$ cat src/rtl/operand_entry.sv
// operand_entry
// Turns the five board push-buttons into a signed decimal operand
// (sign, whole 0..99, fraction 0..99) and hands it to the calculator core
// over a valid/ready handshake.
//
// Ports
//   clock_100Mhz     in   system clock
//   reset            in   synchronous, active-high reset
//   btn_up/down/left/right/center  in  raw bouncy buttons (center = commit)
//   operand_ready    in   core accepts the operand this cycle
//   operand_valid    out  committed operand is being offered
//   whole_number     out  committed whole part 0..99
//   fraction_number  out  committed hundredths 0..99
//   sign             out  committed sign, 1 = negative
//   edit_whole       out  live whole value (tens*10 + ones)
//   edit_fraction    out  live fraction value
//   edit_sign        out  live sign
//   cursor           out  0 sign, 1 whole tens, 2 whole ones,
//                         3 fraction tens, 4 fraction ones
module operand_entry #(
    parameter int DEBOUNCE_CYCLES = 1000000
) (
    input  logic       clock_100Mhz,
    input  logic       reset,
    input  logic       btn_up,
    input  logic       btn_down,
    input  logic       btn_left,
    input  logic       btn_right,
    input  logic       btn_center,
    input  logic       operand_ready,
    output logic       operand_valid,
    output logic [6:0] whole_number,
    output logic [6:0] fraction_number,
    output logic       sign,
    output logic [6:0] edit_whole,
    output logic [6:0] edit_fraction,
    output logic       edit_sign,
    output logic [2:0] cursor
);

    localparam int CW = (DEBOUNCE_CYCLES > 2) ? $clog2(DEBOUNCE_CYCLES) : 1;
    localparam logic [CW-1:0] CNT_MAX = CW'(DEBOUNCE_CYCLES - 1);

    // Bit positions inside the button vectors
    localparam int B_RIGHT  = 0;
    localparam int B_LEFT   = 1;
    localparam int B_DOWN   = 2;
    localparam int B_UP     = 3;
    localparam int B_CENTER = 4;

    typedef enum logic [0:0] {
        ST_EDIT = 1'b0,
        ST_HOLD = 1'b1
    } state_t;

    logic [4:0]    btn_raw_s;
    logic [4:0]    sync1_r;
    logic [4:0]    sync2_r;
    logic [4:0]    stable_r;
    logic [4:0]    stable_prev_r;
    logic [4:0]    press_r;
    logic [CW-1:0] cnt_r [5];

    state_t     state_r, state_s;
    logic [2:0] cursor_r, cursor_s;
    logic [3:0] wt_r, wt_s, wo_r, wo_s, ft_r, ft_s, fo_r, fo_s;
    logic       esign_r, esign_s;
    logic       valid_r, valid_s;
    logic [6:0] whole_r, whole_s, frac_r, frac_s;
    logic       sign_r, sign_s;
    logic [6:0] edit_whole_r, edit_fraction_r;
    logic [6:0] cur_whole_s, cur_frac_s;

    function automatic logic [3:0] digit_inc(input logic [3:0] d);
        return (d == 4'd9) ? 4'd0 : d + 4'd1;
    endfunction

    function automatic logic [3:0] digit_dec(input logic [3:0] d);
        return (d == 4'd0) ? 4'd9 : d - 4'd1;
    endfunction

    function automatic logic [6:0] digits_to_value(input logic [3:0] t, input logic [3:0] o);
        return ({3'd0, t} * 7'd10) + {3'd0, o};
    endfunction

    assign btn_raw_s = {btn_center, btn_up, btn_down, btn_left, btn_right};

    // Synchronise, debounce and edge-detect all five buttons
    always_ff @(posedge clock_100Mhz) begin
        if (reset) begin
            sync1_r       <= 5'd0;
            sync2_r       <= 5'd0;
            stable_r      <= 5'd0;
            stable_prev_r <= 5'd0;
            press_r       <= 5'd0;
            for (int i = 0; i < 5; i++) begin
                cnt_r[i] <= '0;
            end
        end else begin
            sync1_r       <= btn_raw_s;
            sync2_r       <= sync1_r;
            stable_prev_r <= stable_r;
            // Only a 0->1 move of the accepted level is a press
            press_r       <= stable_r & ~stable_prev_r;
            for (int i = 0; i < 5; i++) begin
                if (sync2_r[i] == stable_r[i]) begin
                    cnt_r[i] <= '0;
                end else if (cnt_r[i] == CNT_MAX) begin
                    stable_r[i] <= ~stable_r[i];
                    cnt_r[i]    <= '0;
                end else begin
                    cnt_r[i] <= cnt_r[i] + 1'b1;
                end
            end
        end
    end

    // Next-state logic: editing, commit and handshake
    always_comb begin
        state_s  = state_r;
        cursor_s = cursor_r;
        wt_s     = wt_r;
        wo_s     = wo_r;
        ft_s     = ft_r;
        fo_s     = fo_r;
        esign_s  = esign_r;
        valid_s  = valid_r;
        whole_s  = whole_r;
        frac_s   = frac_r;
        sign_s   = sign_r;
        // Commit straight from the digits so a digit change one cycle
        // before the commit is not lost behind the edit_* register
        cur_whole_s = digits_to_value(wt_r, wo_r);
        cur_frac_s  = digits_to_value(ft_r, fo_r);
        case (state_r)
            ST_EDIT: begin
                if (press_r[B_CENTER]) begin
                    whole_s = cur_whole_s;
                    frac_s  = cur_frac_s;
                    // No negative zero
                    sign_s  = esign_r & ((cur_whole_s != 7'd0) | (cur_frac_s != 7'd0));
                    valid_s = 1'b1;
                    state_s = ST_HOLD;
                end else if (press_r[B_UP]) begin
                    case (cursor_r)
                        3'd0:    esign_s = ~esign_r;
                        3'd1:    wt_s = digit_inc(wt_r);
                        3'd2:    wo_s = digit_inc(wo_r);
                        3'd3:    ft_s = digit_inc(ft_r);
                        3'd4:    fo_s = digit_inc(fo_r);
                        default: esign_s = esign_r;
                    endcase
                end else if (press_r[B_DOWN]) begin
                    case (cursor_r)
                        3'd0:    esign_s = ~esign_r;
                        3'd1:    wt_s = digit_dec(wt_r);
                        3'd2:    wo_s = digit_dec(wo_r);
                        3'd3:    ft_s = digit_dec(ft_r);
                        3'd4:    fo_s = digit_dec(fo_r);
                        default: esign_s = esign_r;
                    endcase
                end else if (press_r[B_LEFT]) begin
                    cursor_s = (cursor_r == 3'd0) ? 3'd4 : cursor_r - 3'd1;
                end else if (press_r[B_RIGHT]) begin
                    cursor_s = (cursor_r >= 3'd4) ? 3'd0 : cursor_r + 3'd1;
                end else begin
                    state_s = ST_EDIT;
                end
            end
            ST_HOLD: begin
                // Buttons are ignored here; only the core's accept matters
                if (operand_ready) begin
                    valid_s  = 1'b0;
                    wt_s     = 4'd0;
                    wo_s     = 4'd0;
                    ft_s     = 4'd0;
                    fo_s     = 4'd0;
                    esign_s  = 1'b0;
                    cursor_s = 3'd1;
                    state_s  = ST_EDIT;
                end else begin
                    state_s = ST_HOLD;
                end
            end
            default: begin
                state_s = ST_EDIT;
            end
        endcase
    end

    // State, edit and committed-operand registers
    always_ff @(posedge clock_100Mhz) begin
        if (reset) begin
            state_r         <= ST_EDIT;
            cursor_r        <= 3'd1;
            wt_r            <= 4'd0;
            wo_r            <= 4'd0;
            ft_r            <= 4'd0;
            fo_r            <= 4'd0;
            esign_r         <= 1'b0;
            valid_r         <= 1'b0;
            whole_r         <= 7'd0;
            frac_r          <= 7'd0;
            sign_r          <= 1'b0;
            edit_whole_r    <= 7'd0;
            edit_fraction_r <= 7'd0;
        end else begin
            state_r         <= state_s;
            cursor_r        <= cursor_s;
            wt_r            <= wt_s;
            wo_r            <= wo_s;
            ft_r            <= ft_s;
            fo_r            <= fo_s;
            esign_r         <= esign_s;
            valid_r         <= valid_s;
            whole_r         <= whole_s;
            frac_r          <= frac_s;
            sign_r          <= sign_s;
            edit_whole_r    <= cur_whole_s;
            edit_fraction_r <= cur_frac_s;
        end
    end

    assign operand_valid   = valid_r;
    assign whole_number    = whole_r;
    assign fraction_number = frac_r;
    assign sign            = sign_r;
    assign edit_whole      = edit_whole_r;
    assign edit_fraction   = edit_fraction_r;
    assign edit_sign       = esign_r;
    assign cursor          = cursor_r;

endmodule

$ cat config.mk
export PLATFORM = sky130hd
export DESIGN_NAME = operand_entry
export DESIGN_NICKNAME = d
export VERILOG_FILES = /design/src/rtl/operand_entry.sv
export SDC_FILE = /design/constraint.sdc
export NUM_CORES = 1
export LEC_CHECK = 0
export ABC_AREA = 1
export CORE_MARGIN = 8
export CORE_UTILIZATION = 35
export CTS_CLUSTER_DIAMETER = 80
export DETAILED_ROUTE_END_ITERATION = 10
export GPL_TIMING_DRIVEN = 0
export PLACE_DENSITY_LB_ADDON = 0.1
export SYNTH_ARGS = -nofsm -noshare
export SYNTH_HDL_FRONTEND = slang
export SYNTH_SLANG_ARGS = --single-unit
export TNS_END_PERCENT = 1
$ cat constraint.sdc
create_clock -name clock_100Mhz -period 2.95 [get_ports clock_100Mhz]
set_input_delay 0.59 -clock clock_100Mhz [delete_from_list [all_inputs] [get_ports clock_100Mhz]]
set_output_delay 0.59 -clock clock_100Mhz [all_outputs]
set_load 0.02 [all_outputs]
* Word-level counts from Yosys, hierarchy flattened *
Memories as Yosys holds them, arrays and structs flattened.
Cells that the tools add are included.

operators by class
  add/subtract/negate cells = 17
  multiply operators = 2
  order comparisons = 1
  eq/ne operators = 29
  muxes and demuxes = 125
  bitwise operators = 31
  reduce and logical (&&, ||, !) cells = 20

operators with widths
  operator                 count
  $mux W20                 15
  $mux W4                  29
  $add A20 B1 Y20 const B  5
  $eq A20 B20 Y1 const B   5
  $mux W1                  65
  $pmux W4 S2              4
  $mux W3                  8
  $add A4 B1 Y4 const B    4
  $eq A4 B4 Y1 const B     4
  $logic_not A4 Y1         4
  $or A1 B1 Y1             16
  $reduce_and A4 Y1        4
  $sub A4 B1 Y4 const B    4
  $add A7 B4 Y7            2
  $reduce_and A2 Y1        7
  $reduce_bool A7 Y1       2
  $mul A4 B3 Y6 const B    2
  $not A1 Y1               12
  $ne A2 B2 Y1 const B     5
  $ne A2 B1 Y1 const B     4
  $eq A3 B2 Y1 const B     2
  $ne A3 B3 Y1 const B     2
  $pmux W1 S2              3
  $pmux W3 S2              1
  other kinds (12)         16

storage, ports and cells
  register bits after elaboration = 76
  memory bits (writable) = 100
  output and inout port bits = 34
  memories kept = 1

memory list
  memory  depth  width  read ports  clocked after Yosys merged registers in  wr ports  line  RTL
  cnt_r   5      20     5           0                                        5         62    logic [CW-1:0] cnt_r [5];

* Logic depth before layout (Yosys ltp) *
Gate-level depths: netlist (run 1).

  word-level depth = 8
  gate-level depth with buffers = 13

* Least setup slack after synthesis (run 1) *
Ideal clock, no wire load.

  path type = register to register
  start point = register ft_r[1]
  end point = register sign_r, in the netlist sign
  data arrival time = 1.966 ns
  required time = 2.818 ns
  slack = 0.851 ns
  stages on the path, launching flop included = 13
  cell sequence = dfxtp_1 -> ha_1 -> ha_1 -> fa_1 -> nand2_1 -> nor2_1 -> nand2_1 -> nand3_1 -> nand2_1 -> nor2_1 -> nand3_1 -> nand2_1 -> a21oi_1

between the ends
  word-level cells in the longest chain between the ends = 5

ends and longest elaborated chain
  element                   line  RTL
  start: declaration        66    logic [3:0] wt_r, wt_s, wo_r, wo_s, ft_r, ft_s, fo_r, fo_s;
  start signal: assignment  212   ft_r <= ft_s;
  $mul A4 B3 Y6             83    return ({3'd0, t} * 7'd10) + {3'd0, o};
  $add A7 B4 Y7             83
  $reduce_bool A7 Y1        141   sign_s = esign_r & ((cur_whole_s != 7'd0) | (cur_frac_s != 7'd0));
  $or A1 B1 Y1              141
  $and A1 B1 Y1             141
  end signal: assignment    218   sign_r <= sign_s;
  end: declaration          70    logic sign_r, sign_s;

No other way between the ends.
A chain may end at the register's enable or synchronous reset.

* Worst setup path in the final report (run 1) *
Ends and elaborated chain as after synthesis.

==> metrics, run 1 <==
Seq/Total Area, Yosys=between 40% and 50%; setup bufs post-CTS=0; vias in the first global route=around 7500; Setup Skew=approximately 0.019 ns; grt ovf=0; Post-Synthesis Cells=around 1200; Mapped Avg Cell Area=approximately 8.2 um2; initial core utilization=between 30% and 40%; min cycle time layout=around 2.4 ns; main flop type after synthesis=edfxtp_1; DRC viols=0; first-pass GRT wire length=around 38000 um; status=completed; layout cells sized above 1=around 6.1%; Synth area leaders=edfxtp_1 31%, dfxtp_1 16%, nand2_1 8.1%; Worst Setup EP=sign; worst r2r src=ft_r[1]; Peak Freq=409 MHz; nets=1394; CTS Sinks=roughly 180; drt pass-1 iters=5; asr flop ratio synth=0%; number of flops mapped to enable cells by yosys=100; synthesized area=between 9000 and 10000 um2; RSZ-0062 raised after global routing=no; clock buffer depth=2; total track usage=13.9%; start point of the critical path=ft_r[1]; #FFs+latches synth=~180; leakage power=about 4.7 nW; Fin. Hold Viols=0; Iteration-0 DRC Markers=about 460; CTS tree=yes; Syn. warnings=0; maximum fanout along the worst path=7; vias=around 8000; reg2reg path depth=12; Resized Gates After CTS=0; Root Buffer=clkbuf_16; crit share post-route=between 80 and 90%; peak supply drop=0.224 mV; post-detail-place hpwl=~17000 um; CP arrival=2.74 ns; Final TNS setup=0 ns; clock latency on the worst-skew pair=0.44 ns; P per Cell Area=~450 nW/um2; H-Tree Depth=4; DIE AREA=about 33000 um2; Cell Rows=61; I/O Buffers=40; Worst R2R End=sign; Hold WC Path Type=reg2reg; Hold Buf Count CTS=0; Num CTS Buffers=17; GP Congestion=approximately 0.8; initial antenna violation count=0; ANT cells=0; Cells after DPL=between 1500 and 2000; Req. time, crit path=~3.3 ns; drt wl/cell=between 10 and 15 um; Setup CP Type=reg2reg; Chip Height=182 um; routed wire length=~22000 um; final core utilization=roughly two fifths; Max Slew Vio Count=0; largest net degree at the start of global routing=17; # setup viols final=0; Routed Antenna Nets=0; area leader, netlist=edfxtp_1; Synth top area share=31.1%; synth unique cells=between 50 and 60; crit path launch type=flop; Slew headroom=44.5%; MaxCap Viol Count=0; total core area=27500 um2; Reg2Reg Setup Slack=slightly above 0.5 ns; Area growth, synth to finish=18.3%; crit end category=flop; Clock transition at path regs=0.07 ns; Slew @ Worst Pin=~0.83 ns; final std cells w/o fill=about 1700; Ports=42; die width=about 180 um; number of vias per cell=~4.6
-- logic make-up after synthesis --
family / after synthesis / share of synthesized area (%)
adder cells (fa/ha/maj): 42 / 5.75
AND/OR/NAND/NOR: 602 / 28.4
other: 1 / 0.0388
flip-flops: 176 / 46.8
buffers and inverters: 180 / 7.34
XOR/XNOR: 35 / 3.17
AO/OA/AOI/OAI: 150 / 8.53
-- metrics by stage --
stage	setup slack (ns)	power [mW]	cell area, um2	hold slack [ns]
floorplan	0.851	2.88	10000	0.373
global placement	0.455	2.95	10900	0.378
detailed placement	0.468	2.95	10900	0.383
CTS	0.466	5.20	11400	0.391
global route	0.272	5.35	11400	0.409
finish	0.504	5.13	11400	0.392
-- cells in the mapped netlist (6+ instances only) --
cell / number
nor3b_1: 9
nand2_1: 209
nor3_1: 63
ha_1: 38
nor2_2: 6
a21oi_1: 81
dfxtp_1: 76
nor4_1: 9
buf_2: 10
xor2_1: 23
inv_1: 151
nand4_1: 26
nor2_1: 165
o211ai_1: 11
nand3_1: 81
edfxtp_1: 100
o21ai_0: 39
xnor2_1: 12
-- area by class of cell --
cell class,instances,area (um2)
Clock inverter,15,143
Inverter,158,596
Clock buffer,17,425
Buffer,22,114
Sequential cell,176,4520
Timing Repair Buffer,40,400
Fill cell,2821,16000
Tap cell,346,433
Multi-Input combinational cell,929,4810
-- power by group --
part           total [mW]  switching, mW  internal, mW
combinational       0.179          0.125        0.0541
sequential           2.72         0.0605          2.65
clock                2.23          0.993          1.24
total                5.13           1.18          3.95
-- cell usage in the layout (no fill, tap or decap), drive strengths merged --
cell,netlist,routed
nand3b,4,4
clkdlybuf4s50,0,40
nor3b,10,10
a21oi,81,81
nand4,27,27
and3,1,1
nor2,175,175
a32o,1,1
nor4,9,9
o31ai,1,1
edfxtp,100,100
xor2,23,23
clkbuf,5,22
nor3,69,69
ha,38,38
clkinvlp,0,2
or2,8,8
clkinv,1,10
o211ai,11,11
conb,1,100
or3,1,1
dfxtp,76,76
o2111ai,1,1
fa,4,4
xnor2,12,12
o21bai,1,1
o21a,4,4
a22oi,1,1
o21ai,43,43
buf,17,17
nand3,82,82
a31oi,5,5
bufinv,0,2
nand2,216,216
a211oi,1,1
inv,157,159
-- worst max-delay path, cell delays in order, from the launching register on --
cell,delay (ns)
dfxtp_1,0.49
ha_1,0.29
ha_1,0.21
fa_1,0.54
nand2_1,0.08
nor2_1,0.09
nand2_1,0.06
nand3_1,0.07
nand2_1,0.08
nor2_1,0.18
nand3_1,0.09
nand2_1,0.07
a21oi_1,0.05
-- registers in the layout, indices dropped and copies added, names as in the netlist --
register	flops
cnt_r	100
edit_fraction	7
edit_whole	7
fraction_number	7
whole_number	7
press_r	5
stable_prev_r	5
stable_r	5
sync1_r	5
sync2_r	5
fo_r	4
ft_r	4
wo_r	4
wt_r	4
cursor	3
edit_sign	1
operand_valid	1
sign	1
state_r	1
-- routing by layer --
layer	routed length [um]	global-route usage, %	share of wire (%)
met1	11400	18.8	51
met4	194	3.54	0.87
met5	0	0	0
met2	10000	22.2	45
met3	648	3.00	2.9
-- worst min-delay path by stage --
stage,endpoint,cells past startpoint,slack (ns),from
global placement,press_r[4],1,0.38,stable_prev_r[4]
global route,press_r[0],1,0.41,stable_prev_r[0]
floorplan,press_r[4],1,0.37,stable_prev_r[4]
finish,press_r[0],1,0.39,stable_prev_r[0]
CTS,press_r[3],1,0.39,stable_prev_r[3]
detailed placement,press_r[3],1,0.38,stable_prev_r[3]
Power figures use the tool's default switching activity.
==> inputs of run 2 (changes only) <==
==> constraint.sdc (replaced) <==
create_clock -name clock_100Mhz -period 2 [get_ports clock_100Mhz]
set_input_delay 0.4 -clock clock_100Mhz [delete_from_list [all_inputs] [get_ports clock_100Mhz]]
set_output_delay 0.4 -clock clock_100Mhz [all_outputs]
set_load 0.02 [all_outputs]
==> run 2 against run 1 <==
Net effect: via count increased by 0.32%; register-to-register slack got worse by 0.63 ns; sequential power increased by 47%; the flow now finishes with violations (setup timing); critical endpoint unchanged; setup slack got worse by 0.63 ns; largest cell class unchanged; clock-buffer cell count increased by 3; total power increased by 45%; clock power increased by 43%; design area increased by 2.0%; hold slack got worse by 0.071 ns; clock skew decreased by 0.0053 ns; non-clock buffer count increased by 5; final cell count increased by 0.29%.
==> metrics, run 2 (synthesis results as in run 1) <==
Ports=42 (unchanged); Routed Antenna Nets=0 (unchanged); crit share post-route=106% (was 82.9%); peak supply drop=0.415 mV (was 0.224 mV); vias=7920 (was 7895); die width=182 um (unchanged); crit end category=flop (unchanged); Peak Freq=470 MHz (was 409 MHz); clock latency on the worst-skew pair=0.43 ns (was 0.44 ns); clock buffer depth=2 (unchanged); Chip Height=182 um (unchanged); # setup viols final=3 (was 0); Placed Instance Area=10900 um2 (about the same); failing checks=setup timing; status=finished, violations left (was completed); Hold WC Path Type=in2reg (was reg2reg); initial core utilization=35.2% (unchanged); P per Cell Area=639 nW/um2 (was 448 nW/um2); vias in the first global route=7552 (was 7546); min cycle time layout=2.13 ns (was 2.45 ns); total core area=27500 um2 (unchanged); MaxCap Viol Count=0 (unchanged); Cell Rows=61 (unchanged); Setup CP Type=reg2reg (unchanged); post-detail-place hpwl=16700 um (was 16800 um); ANT cells=0 (unchanged); maximum fanout along the worst path=8 (was 7); routed wire length=22500 um (was 22300 um); CP arrival=2.41 ns (was 2.74 ns); Slew @ Worst Pin=0.711 ns (was 0.833 ns); drt wl/cell=13.1 um (about the same); Setup Skew=0.0134 ns (was 0.0186 ns); max reg flops=100 (unchanged); reg2reg path depth=10 (was 12); most common cell after layout, fill and taps aside=nand2_1 (unchanged); Final Worst Setup Slack=-0.126 ns (was 0.504 ns); total track usage=13.9% (about the same); I/O Buffers=40 (unchanged); GP Congestion=0.816 (was 0.821); Reg2Reg Setup Slack=-0.13 ns (was 0.50 ns); design area=11700 um2 (was 11400 um2); Num CTS Buffers=17 (unchanged); crit path launch type=flop (unchanged); layout cells sized above 1=8.81% (was 6.12%); Final TNS setup=-0.213 ns (was 0 ns); Cells after DPL=1671 (unchanged); filler cell count=2819 (was 2821); worst r2r src=ft_r[0] (was ft_r[1]); grt ovf=0 (unchanged); number of vias per cell=4.64 (about the same); leakage power=4.73 nW (was 4.66 nW); DIE AREA=33200 um2 (unchanged); Fin. Hold Viols=0 (unchanged); Req. time, crit path=2.28 ns (was 3.25 ns); DRC viols=0 (unchanged); Worst R2R End=sign (unchanged); initial antenna violation count=0 (unchanged); final std cells w/o fill=1708 (was 1703); start point of the critical path=ft_r[0] (was ft_r[1]); Root Buffer=clkbuf_16 (unchanged); Worst Setup EP=sign (unchanged); largest net degree at the start of global routing=17 (unchanged); CTS tree=yes (unchanged); RSZ-0062 raised after global routing=yes (was no); first-pass GRT wire length=37700 um (about the same); Max Slew Vio Count=0 (unchanged); Clock transition at path regs=0.06 ns (was 0.07 ns); Biggest register=cnt_r (unchanged); CTS Sinks=176 (unchanged); drt pass-1 iters=5 (unchanged); Area growth, synth to finish=20.7% (was 18.3%); most frequent cells in the layout=203 x nand2_1, 159 x nor2_1, 149 x inv_1 (was 209 x nand2_1, 165 x nor2_1, 151 x inv_1); nets=1399 (was 1394); H-Tree Depth=4 (unchanged); total power=7.46 mW (was 5.13 mW); Slew headroom=52.6% (was 44.5%); Iteration-0 DRC Markers=447 (was 462)
run 2: critical path, stage by stage, from the launching register on:
cell	delay (ns)
dfxtp_4	0.37
ha_1	0.21
ha_2	0.18
fa_2	0.57
nand3_1	0.08
nand2_1	0.11
nand3_1	0.13
nor2_4	0.15
nand3_2	0.08
nand2_1	0.06
a21oi_1	0.05
run 2: power breakdown:
group          switching, mW  internal [mW]  total [mW]
logic                  0.188         0.0839       0.272
clock network           1.46           1.72        3.19
registers             0.0901           3.91        4.00
total                   1.74           5.71        7.46
run 2: cell type report:
cell class / instances / area [um2] / area share [%]
clock buffers: 20 / 437 / 3.74
clock inverters: 12 / 113 / 0.965
inverters: 158 / 596 / 5.10
multi-input cells: 929 / 4950 / 42.5
well taps: 346 / 433 / 3.71
flip-flops and latches: 176 / 4550 / 39.0
repair buffers: 45 / 440 / 3.77
plain buffers: 22 / 145 / 1.24
run 2: worst min path at each step:
stage	slack, ns	startpoint	cells past startpoint	to
floorplan	0.37	stable_prev_r[4]	1	press_r[4]
global placement	0.38	stable_prev_r[4]	1	press_r[4]
detailed placement	0.39	stable_prev_r[4]	1	press_r[4]
CTS	0.30	reset	2	edit_whole[0]
global route	0.32	reset	2	edit_whole[0]
finish	0.32	reset	2	edit_whole[0]
run 2: through the flow:
| stage | util, % | hold slack, ns | setup slack [ns] |
|---|---|---|---|
| floorplan | - | 0.373 | 0.0125 |
| global placement | 39.7 | 0.378 | -0.400 |
| detailed placement | 39.7 | 0.389 | -0.394 |
| CTS | 41.9 | 0.296 | -0.162 |
| global route | 42.5 | 0.325 | -0.228 |
| finish | 42.5 | 0.322 | -0.126 |
run 2: what timing repair did:
item	in CTS	in global routing
buffers inserted	3	2
pin swaps	5	7
endpoints found under the setup margin	46	78
resized for setup	14	35
hold buffers	0	0
run 2: per-layer routing:
metal  vias to the layer above  wire length, um  track usage [%]
met1                      3603            11400             18.8
li1                       4197                -                -
met5                         -                0                0
met2                       106            10000             22.3
met4                         0              183             3.61
met3                        14              896             2.74
